## src/rtl/iicmb_seq.sv

```systemverilog
// Transaction sequencer that drives an IICMB I2C master core over Wishbone.
// It turns one request into SET_BUS/START/address/data/STOP commands and reports the status.
module iicmb_seq #(
    parameter int WB_ADDR_WIDTH  = 2,
    parameter int WB_DATA_WIDTH  = 8,
    parameter int I2C_ADDR_WIDTH = 7,
    parameter int LEN_WIDTH      = 6
) (
    input  logic                      clk_i,
    input  logic                      rst_i,
    input  logic                      req_valid,
    output logic                      req_ready,
    input  logic                      req_rw,
    input  logic [3:0]                req_bus,
    input  logic [I2C_ADDR_WIDTH-1:0] req_addr,
    input  logic [LEN_WIDTH-1:0]      req_len,
    input  logic                      wr_valid,
    output logic                      wr_ready,
    input  logic [7:0]                wr_data,
    output logic                      rd_valid,
    output logic [7:0]                rd_data,
    output logic                      done,
    output logic [1:0]                err,
    output logic                      busy,
    output logic                      cyc_o,
    output logic                      stb_o,
    output logic                      we_o,
    output logic [WB_ADDR_WIDTH-1:0]  adr_o,
    output logic [WB_DATA_WIDTH-1:0]  dat_o,
    input  logic [WB_DATA_WIDTH-1:0]  dat_i,
    input  logic                      ack_i,
    input  logic                      irq_i
);
    localparam logic [4:0] S_INIT = 5'd0,  S_IDLE = 5'd1,  S_BUS = 5'd2,  S_WAIT = 5'd3,
                           S_DEC = 5'd4,   S_SB_DPR = 5'd5, S_SB_CMD = 5'd6, S_START = 5'd7,
                           S_ADDR_DPR = 5'd8, S_ADDR_CMD = 5'd9, S_DATA = 5'd10, S_FETCH = 5'd11,
                           S_WR_DPR = 5'd12, S_WR_CMD = 5'd13, S_RD_CMD = 5'd14, S_RD_DPR = 5'd15,
                           S_RD_OUT = 5'd16, S_STOP = 5'd17, S_DONE = 5'd18;

    localparam logic [WB_ADDR_WIDTH-1:0] A_CSR  = WB_ADDR_WIDTH'(2'd0);
    localparam logic [WB_ADDR_WIDTH-1:0] A_DPR  = WB_ADDR_WIDTH'(2'd1);
    localparam logic [WB_ADDR_WIDTH-1:0] A_CMDR = WB_ADDR_WIDTH'(2'd2);

    localparam logic [7:0] C_WRITE = 8'h01, C_READ_ACK = 8'h02, C_READ_NAK = 8'h03,
                           C_START = 8'h04, C_STOP = 8'h05, C_SET_BUS = 8'h06, CSR_EN = 8'hC0;

    logic [4:0]                state_r, ret_r, cont_r;
    logic [LEN_WIDTH-1:0]      cnt_r;
    logic                      rw_r;
    logic [3:0]                req_bus_r, last_bus_r;
    logic                      bus_ok_r;
    logic [I2C_ADDR_WIDTH-1:0] i2c_addr_r;
    logic [WB_DATA_WIDTH-1:0]  rdat_r;
    logic [1:0]                pend_r, err_r;
    logic                      req_ready_r, wr_ready_r, rd_valid_r, done_r, busy_r;
    logic [7:0]                rd_data_r;
    logic                      cyc_r, stb_r, we_r;
    logic [WB_ADDR_WIDTH-1:0]  wb_adr_r;
    logic [WB_DATA_WIDTH-1:0]  wb_dat_r;

    logic                      acc_go_s, acc_we_s;
    logic [WB_ADDR_WIDTH-1:0]  acc_adr_s;
    logic [WB_DATA_WIDTH-1:0]  acc_dat_s;
    logic [4:0]                acc_ret_s, acc_cont_s;

    // Which Wishbone access each state launches; command writes return through WAIT.
    always_comb begin
        acc_go_s   = 1'b0;
        acc_we_s   = 1'b1;
        acc_adr_s  = A_CMDR;
        acc_dat_s  = {WB_DATA_WIDTH{1'b0}};
        acc_ret_s  = S_WAIT;
        acc_cont_s = cont_r;
        case (state_r)
            S_INIT:     begin acc_go_s = 1'b1; acc_adr_s = A_CSR; acc_dat_s = WB_DATA_WIDTH'(CSR_EN); acc_ret_s = S_IDLE; end
            S_SB_DPR:   begin acc_go_s = 1'b1; acc_adr_s = A_DPR; acc_dat_s = WB_DATA_WIDTH'(req_bus_r); acc_ret_s = S_SB_CMD; end
            S_SB_CMD:   begin acc_go_s = 1'b1; acc_dat_s = WB_DATA_WIDTH'(C_SET_BUS); acc_cont_s = S_START; end
            S_START:    begin acc_go_s = 1'b1; acc_dat_s = WB_DATA_WIDTH'(C_START); acc_cont_s = S_ADDR_DPR; end
            S_ADDR_DPR: begin acc_go_s = 1'b1; acc_adr_s = A_DPR; acc_dat_s = WB_DATA_WIDTH'({i2c_addr_r, rw_r}); acc_ret_s = S_ADDR_CMD; end
            S_ADDR_CMD: begin acc_go_s = 1'b1; acc_dat_s = WB_DATA_WIDTH'(C_WRITE); acc_cont_s = S_DATA; end
            S_WR_DPR:   begin acc_go_s = 1'b1; acc_adr_s = A_DPR; acc_dat_s = WB_DATA_WIDTH'(wr_data); acc_ret_s = S_WR_CMD; end
            S_WR_CMD:   begin acc_go_s = 1'b1; acc_dat_s = WB_DATA_WIDTH'(C_WRITE); acc_cont_s = S_DATA; end
            S_RD_CMD: begin
                acc_go_s   = 1'b1;
                acc_dat_s  = (cnt_r == LEN_WIDTH'(1)) ? WB_DATA_WIDTH'(C_READ_NAK) : WB_DATA_WIDTH'(C_READ_ACK);
                acc_cont_s = S_RD_DPR;
            end
            S_RD_DPR:   begin acc_go_s = 1'b1; acc_we_s = 1'b0; acc_adr_s = A_DPR; acc_ret_s = S_RD_OUT; end
            S_STOP:     begin acc_go_s = 1'b1; acc_dat_s = WB_DATA_WIDTH'(C_STOP); acc_cont_s = S_DONE; end
            S_WAIT: begin
                if (irq_i) begin
                    acc_go_s  = 1'b1;
                    acc_we_s  = 1'b0;
                    acc_ret_s = S_DEC;
                end else begin
                    acc_go_s  = 1'b0;
                end
            end
            default:    acc_go_s = 1'b0;
        endcase
    end

    // Sequencer state, Wishbone master registers and all registered outputs.
    always_ff @(posedge clk_i or negedge rst_i) begin
        if (!rst_i) begin
            state_r <= S_INIT;      ret_r <= S_IDLE;     cont_r <= S_IDLE;
            cnt_r <= {LEN_WIDTH{1'b0}}; rw_r <= 1'b0;    req_bus_r <= 4'd0;
            last_bus_r <= 4'd0;     bus_ok_r <= 1'b0;    i2c_addr_r <= {I2C_ADDR_WIDTH{1'b0}};
            rdat_r <= {WB_DATA_WIDTH{1'b0}};             pend_r <= 2'b00;  err_r <= 2'b00;
            req_ready_r <= 1'b0;    wr_ready_r <= 1'b0;  rd_valid_r <= 1'b0;
            rd_data_r <= 8'd0;      done_r <= 1'b0;      busy_r <= 1'b0;
            cyc_r <= 1'b0;          stb_r <= 1'b0;       we_r <= 1'b0;
            wb_adr_r <= {WB_ADDR_WIDTH{1'b0}};           wb_dat_r <= {WB_DATA_WIDTH{1'b0}};
        end else begin
            done_r     <= 1'b0;
            rd_valid_r <= 1'b0;
            wr_ready_r <= 1'b0;
            if (acc_go_s) begin
                cyc_r    <= 1'b1;
                stb_r    <= 1'b1;
                we_r     <= acc_we_s;
                wb_adr_r <= acc_adr_s;
                wb_dat_r <= acc_dat_s;
                ret_r    <= acc_ret_s;
                cont_r   <= acc_cont_s;
                state_r  <= S_BUS;
            end
            case (state_r)
                S_IDLE: begin
                    if (req_valid && req_ready_r) begin
                        req_ready_r <= 1'b0;
                        busy_r      <= 1'b1;
                        err_r       <= 2'b00;
                        pend_r      <= 2'b00;
                        rw_r        <= req_rw;
                        req_bus_r   <= req_bus;
                        i2c_addr_r  <= req_addr;
                        cnt_r       <= req_len;
                        state_r     <= (bus_ok_r && last_bus_r == req_bus) ? S_START : S_SB_DPR;
                    end
                end
                S_BUS: begin
                    if (ack_i) begin
                        cyc_r   <= 1'b0;
                        stb_r   <= 1'b0;
                        rdat_r  <= dat_i;
                        state_r <= ret_r;
                        if (ret_r == S_IDLE) begin
                            req_ready_r <= 1'b1;
                        end
                    end
                end
                // Status priority AL > ERR > NAK > DON; a status with none of them is a controller fault.
                S_DEC: begin
                    if (rdat_r[5]) begin
                        pend_r <= 2'b10; bus_ok_r <= 1'b0; state_r <= S_DONE;
                    end else if (rdat_r[4]) begin
                        pend_r <= 2'b11; bus_ok_r <= 1'b0; state_r <= S_DONE;
                    end else if (rdat_r[6]) begin
                        pend_r  <= 2'b01;
                        state_r <= (cont_r == S_DONE) ? S_DONE : S_STOP;
                    end else if (rdat_r[7]) begin
                        if (cont_r == S_START) begin
                            bus_ok_r   <= 1'b1;
                            last_bus_r <= req_bus_r;
                        end
                        state_r <= cont_r;
                    end else begin
                        pend_r <= 2'b11; bus_ok_r <= 1'b0; state_r <= S_DONE;
                    end
                end
                S_DATA: begin
                    if (cnt_r == {LEN_WIDTH{1'b0}}) state_r <= S_STOP;
                    else if (rw_r)                  state_r <= S_RD_CMD;
                    else                            state_r <= S_FETCH;
                end
                S_FETCH: begin
                    if (wr_valid) begin
                        wr_ready_r <= 1'b1;
                        state_r    <= S_WR_DPR;
                    end
                end
                S_WR_DPR, S_RD_CMD: cnt_r <= cnt_r - LEN_WIDTH'(1);
                S_RD_OUT: begin
                    rd_valid_r <= 1'b1;
                    rd_data_r  <= rdat_r[7:0];
                    state_r    <= S_DATA;
                end
                S_DONE: begin
                    done_r      <= 1'b1;
                    busy_r      <= 1'b0;
                    err_r       <= pend_r;
                    req_ready_r <= 1'b1;
                    state_r     <= S_IDLE;
                end
                S_INIT, S_WAIT, S_SB_DPR, S_SB_CMD, S_START, S_ADDR_DPR,
                S_ADDR_CMD, S_WR_CMD, S_RD_DPR, S_STOP: ;
                default: state_r <= S_INIT;
            endcase
        end
    end

    assign req_ready = req_ready_r;
    assign wr_ready  = wr_ready_r;
    assign rd_valid  = rd_valid_r;
    assign rd_data   = rd_data_r;
    assign done      = done_r;
    assign err       = err_r;
    assign busy      = busy_r;
    assign cyc_o     = cyc_r;
    assign stb_o     = stb_r;
    assign we_o      = we_r;
    assign adr_o     = wb_adr_r;
    assign dat_o     = wb_dat_r;
endmodule

```

## config.mk

```make
export PLATFORM = sky130hd
export DESIGN_NAME = iicmb_seq
export DESIGN_NICKNAME = d
export VERILOG_FILES = /design/src/rtl/iicmb_seq.sv
export SDC_FILE = /design/constraint.sdc
export NUM_CORES = 1
export LEC_CHECK = 0
export CORE_UTILIZATION = 50
export CTS_CLUSTER_DIAMETER = 40
export CTS_CLUSTER_SIZE = 10
export DETAILED_ROUTE_END_ITERATION = 6
export GPL_ROUTABILITY_DRIVEN = 0
export PLACE_DENSITY = 0.76
export RECOVER_POWER = 25
export SLEW_MARGIN = 25
export SYNTH_ARGS = -nofsm -noshare
export SYNTH_HDL_FRONTEND = slang
export SYNTH_SLANG_ARGS = --single-unit
```

## constraint.sdc

```tcl
create_clock -name clk_i -period 2.9 [get_ports clk_i]
set_input_delay 0.58 -clock clk_i [delete_from_list [all_inputs] [get_ports clk_i]]
set_output_delay 0.58 -clock clk_i [all_outputs]
set_load 0.01 [all_outputs]
```

==> impl_metrics.yaml, run 1 <==
run_status:
  outcome: "complete, no violations"
clocking:
  clk_slew_on_worst_s_h_paths_ps: 80
  cts_repair_resize_count: 0
  cts.sink_count: 76
  htree_levels: 3
  holdBufCountCts: 0
  numCtsBuffers: 9
  cts_buffer_depth: 2
  post_cts_buffers: 0
  tritoncts: "built"
  clk_latency_ps: 350
  ctsRootBufferMaster: "clkbuf_8"
drt:
  totalWireLength_mm: 9.778
  drtAntennaViolNets: 0
  viasPerCell: 5.809
  detail_route.drc_violations: 0
  dr.first_iter.drc_count: 430
  via_count: 3445
  detail_route.first_pass.iterations: 5
  post_drt_wl_per_cell_um: 16.49
power:
  power.share.switching: 0.4114
  internal_power_mw: 2.720
  combPwrFrac: 0.434
  p_clk_frac: 0.163
  power_leakage_nw: 2.103
  p_seq_frac: 0.402
  vdd_drop_max_uv: 560.8
  power_density_mw_per_mm2: 964.0
  p_sw_mw: 1.901
sta:
  clock-skew-final_ps: 8.588
  period_needed_ps: 2337
  hold_viol_final: 0
  layout_worst_path_cycle_share: 0.8058
  slew_viol_final: 0
  relSlewSlack: 0.06244
  highest_clock_frequency_the_design_can_meet_mhz: 427.9
  tightest_slew_ps: 1406
  report.final.setup_viol: 0
  setup_repair_after_global_routing_missed_its_margin: "no"
  fin_setup_tns_ps: 0
  hold_slack_ps: 355.7
die:
  number_of_top_level_design_ports: 68
  num_rows: 31
  chipHeight_um: 90.04
  floorplan.initialDensity: 0.5258
  core_area_mm2: 0.007370
  die_x_um: 90.04
  die_area_mm2: 0.008106
global_route:
  number_of_global_route_vias_before_repair: 3351
  grt_antenna_before_repair: 0
  global_route_wire_length_before_repair_mm: 16.54
  maximum_number_of_pins_on_one_net_before_global_route_repair: 77
  globalRoute.totalOverflow: 0
  grt_use_total: 0.2542
synth:
  mappedNetlistNets: 468
  ys_seq_area_frac: 0.4914
  synth-async-reset-ratio: 1.000
  synth_enable_flop_cells: 0
  synth_flop_cell: "dfrtp_1"
  synth.ff_latch_count: 76
  netlist_area_mm2: 0.003875
  syn_avg_cell_area_um2: 9.096
  yosysWarningCount: 0
  synth.lib_cells_used.distinct: 58
  syn-instance-count: 426
placed_design:
  hpwlAfterDp_mm: 6.865
  placed_area_mm2: 0.004607
  io_buffers: 67
layout:
  final_nets: 531
  diodes: 0
  number_of_filler_instances_in_the_final_layout: 640
  drive_above_1_share: 0.1113
  final_area_mm2: 0.004795
  areaGrowthSynthToFinish_pct: 23.73
critical_path:
  setup.worst_path.start_class: "flop"
  cp-end-kind: "flop"
  worstPathMaxFanout: 19
  timing.setup.critical_path_class: "reg -> reg"
  regToRegSetupSlack_ps: 560
  crit_path_dat_ps: 2580
  cp_data_required_time_ps: 3140
job:
  drv_cap: 0
hold_path:
  holdCritPathClass: "in -> async"
==> cells in the mapped netlist, drive strengths merged, types with 3 or more instances <==
| library cell | count | area share |
|---|---|---|
| nor4 | 3 | 0.0048 |
| nor2 | 36 | 0.035 |
| o211ai | 3 | 0.0058 |
| xor2 | 3 | 0.0068 |
| a32oi | 3 | 0.0068 |
| dfrtp | 74 | 0.48 |
| buf | 21 | 0.033 |
| a222oi | 3 | 0.0077 |
| a21oi | 18 | 0.024 |
| a22oi | 4 | 0.0077 |
| nor2b | 8 | 0.013 |
| mux2 | 13 | 0.038 |
| a221oi | 4 | 0.0090 |
| clkbuf | 6 | 0.0058 |
| nand3 | 11 | 0.014 |
| inv | 11 | 0.011 |
| a31oi | 8 | 0.013 |
| o21ai | 26 | 0.034 |
| or3 | 4 | 0.0065 |
| nand2b | 10 | 0.016 |
| nand2 | 95 | 0.094 |
| a211oi | 3 | 0.0071 |
| nand4 | 5 | 0.0081 |
| and3 | 8 | 0.013 |
| nor3 | 11 | 0.015 |
==> power by group through the flow <==
stage	sequential, mW	combinational, mW	clock, mW
6_report	1.86	2.01	0.755
5_1_grt	1.92	2.21	0.811
4_1_cts	1.85	1.99	0.771
3_5_place_dp	1.87	1.98	0
3_3_place_gp	1.85	1.93	0
2_1_floorplan	1.77	1.33	0
==> per-stage QoR <==
step	total power [mW]	std cells	util	setup WS, ps
after global routing	4.939	593	0.6506	181.6
after global placement	3.782	576	0.6251	585.3
after detailed placement	3.849	576	0.6251	544.1
after floorplan	3.098	426	-	1108
final	4.622	593	0.6506	563.2
after CTS	4.614	592	0.6504	616.5
==> cell families (layout without fill, tap and decap cells) <==
family	after synthesis	in the layout	synth area share
AOI/OAI and AO/OA	91	91	0.1602
xor gates and xnor gates	5	5	0.01130
adders and majority gates	2	2	0.006457
buffers and inverters	38	106	0.04908
DFF	76	76	0.4914
muxes	13	13	0.03778
and+or+nand+nor	201	201	0.2438
==> registers in the layout (all words and copies together) (netlist names), 2 cells and up <==
| name | cells |
|---|---|
| last_bus_r | 4 |
| ret_r | 5 |
| i2c_addr_r | 7 |
| dat_o | 8 |
| pend_r | 2 |
| state_r | 5 |
| adr_o | 2 |
| err | 2 |
| rd_data | 8 |
| cont_r | 5 |
| cnt_r | 6 |
| rdat_r | 8 |
| req_bus_r | 4 |
==> area by class of cell <==
cell class	instances	area, um2	share of cell area
inverters	11	41.29	0.008612
repair buffers	79	752.0	0.1568
multi-input cells	312	1787	0.3727
well taps	99	123.9	0.02584
flip-flops and latches	76	1904	0.3972
clock inverters	6	48.80	0.01018
clock buffers	10	137.6	0.02871
==> critical path, stage by stage, from the launching register on <==
cell      delay, ps
dfrtp_1         720
nor4b_2         510
nand2_1         140
and3_1          380
a222oi_1        420
inv_1            70
==> cells in the final DEF (no fill, tap or decap), drive strengths merged, types with 4 or more instances in the layout <==
cell,instances
a21oi,18
a221oi,4
a22oi,4
a31oi,8
and3,8
buf,11
clkbuf,12
clkdlybuf4s50,66
dfrtp,74
inv,12
mux2,13
nand2,95
nand2b,10
nand3,11
nand4,5
nor2,36
nor2b,8
nor3,11
o21ai,26
or3,4
==> path summary, 6_finish.rpt <==
kind                            depth (start not counted)       start         to
worst min-delay path                                    1       rst_i   dat_o[2]
worst min register to register                          2   rdat_r[0]  rdat_r[0]
max in group asynchronous                               2       rst_i   dat_o[0]
worst max-delay path                                    5  state_r[0]   dat_o[5]
worst max register to register                          5  state_r[0]   dat_o[5]
min in group clk_i                                      2   rdat_r[0]  rdat_r[0]
==> metal layers <==
metal  GRT usage  up-vias  routed length [um]
li1            -     1627                   -
met1      0.3422     1669                4341
met2      0.4103      134                4675
met3     0.05838       15                 594
met4     0.07527        0                 166
met5           0        -                   0
No activity file was read; power rests on OpenSTA's default activity.
==> run 2: changes to the inputs <==
==> constraint.sdc (replaced) <==
create_clock -name clk_i -period 2.16 [get_ports clk_i]
set_input_delay 0.432 -clock clk_i [delete_from_list [all_inputs] [get_ports clk_i]]
set_output_delay 0.432 -clock clk_i [all_outputs]
set_load 0.01 [all_outputs]
==> impl_metrics.yaml, run 2 (same netlist as run 1, synthesis figures left out) <==
run_status:
  outcome: "finished, violations left"
  failed_checks: "max-capacitance violations, max-slew violations"
layout:
  final-instance-count-excl-fill: 612
  diodes: 0
  post-route-util: 0.6805
  final_area_mm2: 0.005015
  areaGrowthSynthToFinish_pct: 29.42
  drive_above_1_share: 0.1462
  final_nets: 550
  most-common-layout-cells: "nand2_1 (94), dfrtp_1 (72), clkdlybuf4s50_1 (66), nor2_1 (36), buf_4 (29)"
  most_frequent_standard_cell_in_the_layout_excluding_fill_and_tap_cells: "nand2_1"
sta:
  slew_viol_final: 31
  layout_setup_ws_ps: 118.0
  highest_clock_frequency_the_design_can_meet_mhz: 489.7
  layout_worst_path_cycle_share: 0.9454
  fin_setup_tns_ps: 0
  report.final.setup_viol: 0
  period_needed_ps: 2042
  clock-skew-final_ps: 10.67
  relSlewSlack: -0.2097
  hold_slack_ps: 481.4
  hold_viol_final: 0
  setup_repair_after_global_routing_missed_its_margin: "no"
  tightest_slew_ps: 1815
power:
  power_leakage_nw: 2.232
  power_density_mw_per_mm2: 1332
  vdd_drop_max_uv: 650.7
  total_power_of_the_final_layout_mw: 6.679
clocking:
  htree_levels: 3
  ctsRootBufferMaster: "clkbuf_8"
  cts_repair_resize_count: 0
  post_cts_buffers: 0
  clk_slew_on_worst_s_h_paths_ps: 80
  clk_latency_ps: 360
  tritoncts: "built"
  numCtsBuffers: 9
  holdBufCountCts: 0
  cts_buffer_depth: 2
  cts.sink_count: 76
global_route:
  globalRoute.totalOverflow: 0
  number_of_global_route_vias_before_repair: 3499
  maximum_number_of_pins_on_one_net_before_global_route_repair: 47
  grt_antenna_before_repair: 0
  global_route_wire_length_before_repair_mm: 17.02
  grt_use_total: 0.2618
critical_path:
  worstPathMaxFanout: 13
  regToRegSetupSlack_ps: 120
  critPathLaunch: "state_r[2]"
  cp-end-kind: "flop"
  timing.rr.start: "state_r[2]"
  setup.worst_path.start_class: "flop"
  crit_path_max_incr_delay_ps: 590
  cp_slowest_cell: "dfrtp_1"
  worst_path_dominant_cell_family: "simple AND/OR/NAND/NOR gates"
  cp_data_required_time_ps: 2400
  timing.setup.critical_path_class: "reg -> reg"
  path_cells: "buf_4 > nor2_1 > and3_1 > mux2_2"
  crit_path_dat_ps: 2280
  crit_buf_inv: 1
drt:
  via_count: 3536
  drtAntennaViolNets: 0
  detail_route.drc_violations: 0
  detail_route.first_pass.iterations: 6
  viasPerCell: 5.778
  post_drt_wl_per_cell_um: 16.30
  dr.first_iter.drc_count: 454
  totalWireLength_mm: 9.976
hold_path:
  holdCritPathClass: "reg -> reg"
  worst_hold_startpoint: "rdat_r[2]"
die:
  floorplan.initialDensity: 0.5258
  core_area_mm2: 0.007370
  number_of_top_level_design_ports: 68
  chipHeight_um: 90.04
  num_rows: 31
  die_x_um: 90.04
  die_area_mm2: 0.008106
placed_design:
  io_buffers: 67
  place_inst: 596
  place_worst_setup_slack_ps: -6.986
  hpwlAfterDp_mm: 7.128
  placed_area_mm2: 0.004782
job:
  drv_cap: 1
==> run 2: cell types whose count changed in the layout (fill, tap and decap cells not counted), moves of 2 or more <==
cell and delta:
buf_12 +2, clkbuf_1 +2, clkinvlp_4 -3, dfrtp_1 -2, bufinv_16 +2, dfrtp_2 +2, buf_4 +18
==> run 2: layout make-up <==
class	count	area [um2]
clock buffer	12	145.1
clock inverter	4	73.82
multi-input combinational	312	1802
timing repair buffer	98	922.1
sequential	76	1907
fill	593	2355
tap	99	123.9
inverter	11	41.29
==> run 2: worst paths after layout <==
path	to	depth (start not counted)
max in group asynchronous	state_r[0]	1
setup reg to reg	rd_data[7]	4
min in group asynchronous	i2c_addr_r[5]	1
hold reg to reg	rdat_r[2]	2
hold / removal	rdat_r[2]	2
setup / recovery	rd_data[7]	4
==> run 2: power breakdown <==
part / switching, mW / internal, mW / leakage [nW]
clock: 0.518 / 0.684 / 0.111
sequential: 0.502 / 1.98 / 0.963
combinational: 1.55 / 1.44 / 1.16
==> run 2: routing by layer <==
layer / global-route usage / vias to the layer above / part of all wire
met5: 0 / - / 0
met2: 0.4014 / 143 / 0.48
met3: 0.04907 / 18 / 0.067
met4: 0.1129 / 0 / 0.020
met1: 0.3639 / 1710 / 0.43
li1: - / 1665 / -
==> run 2: tightest hold or removal path, cell delays in order (launching register included) <==
cell and delay, ps:
dfrtp_1 350, nand2_1 50, nand2_1 60
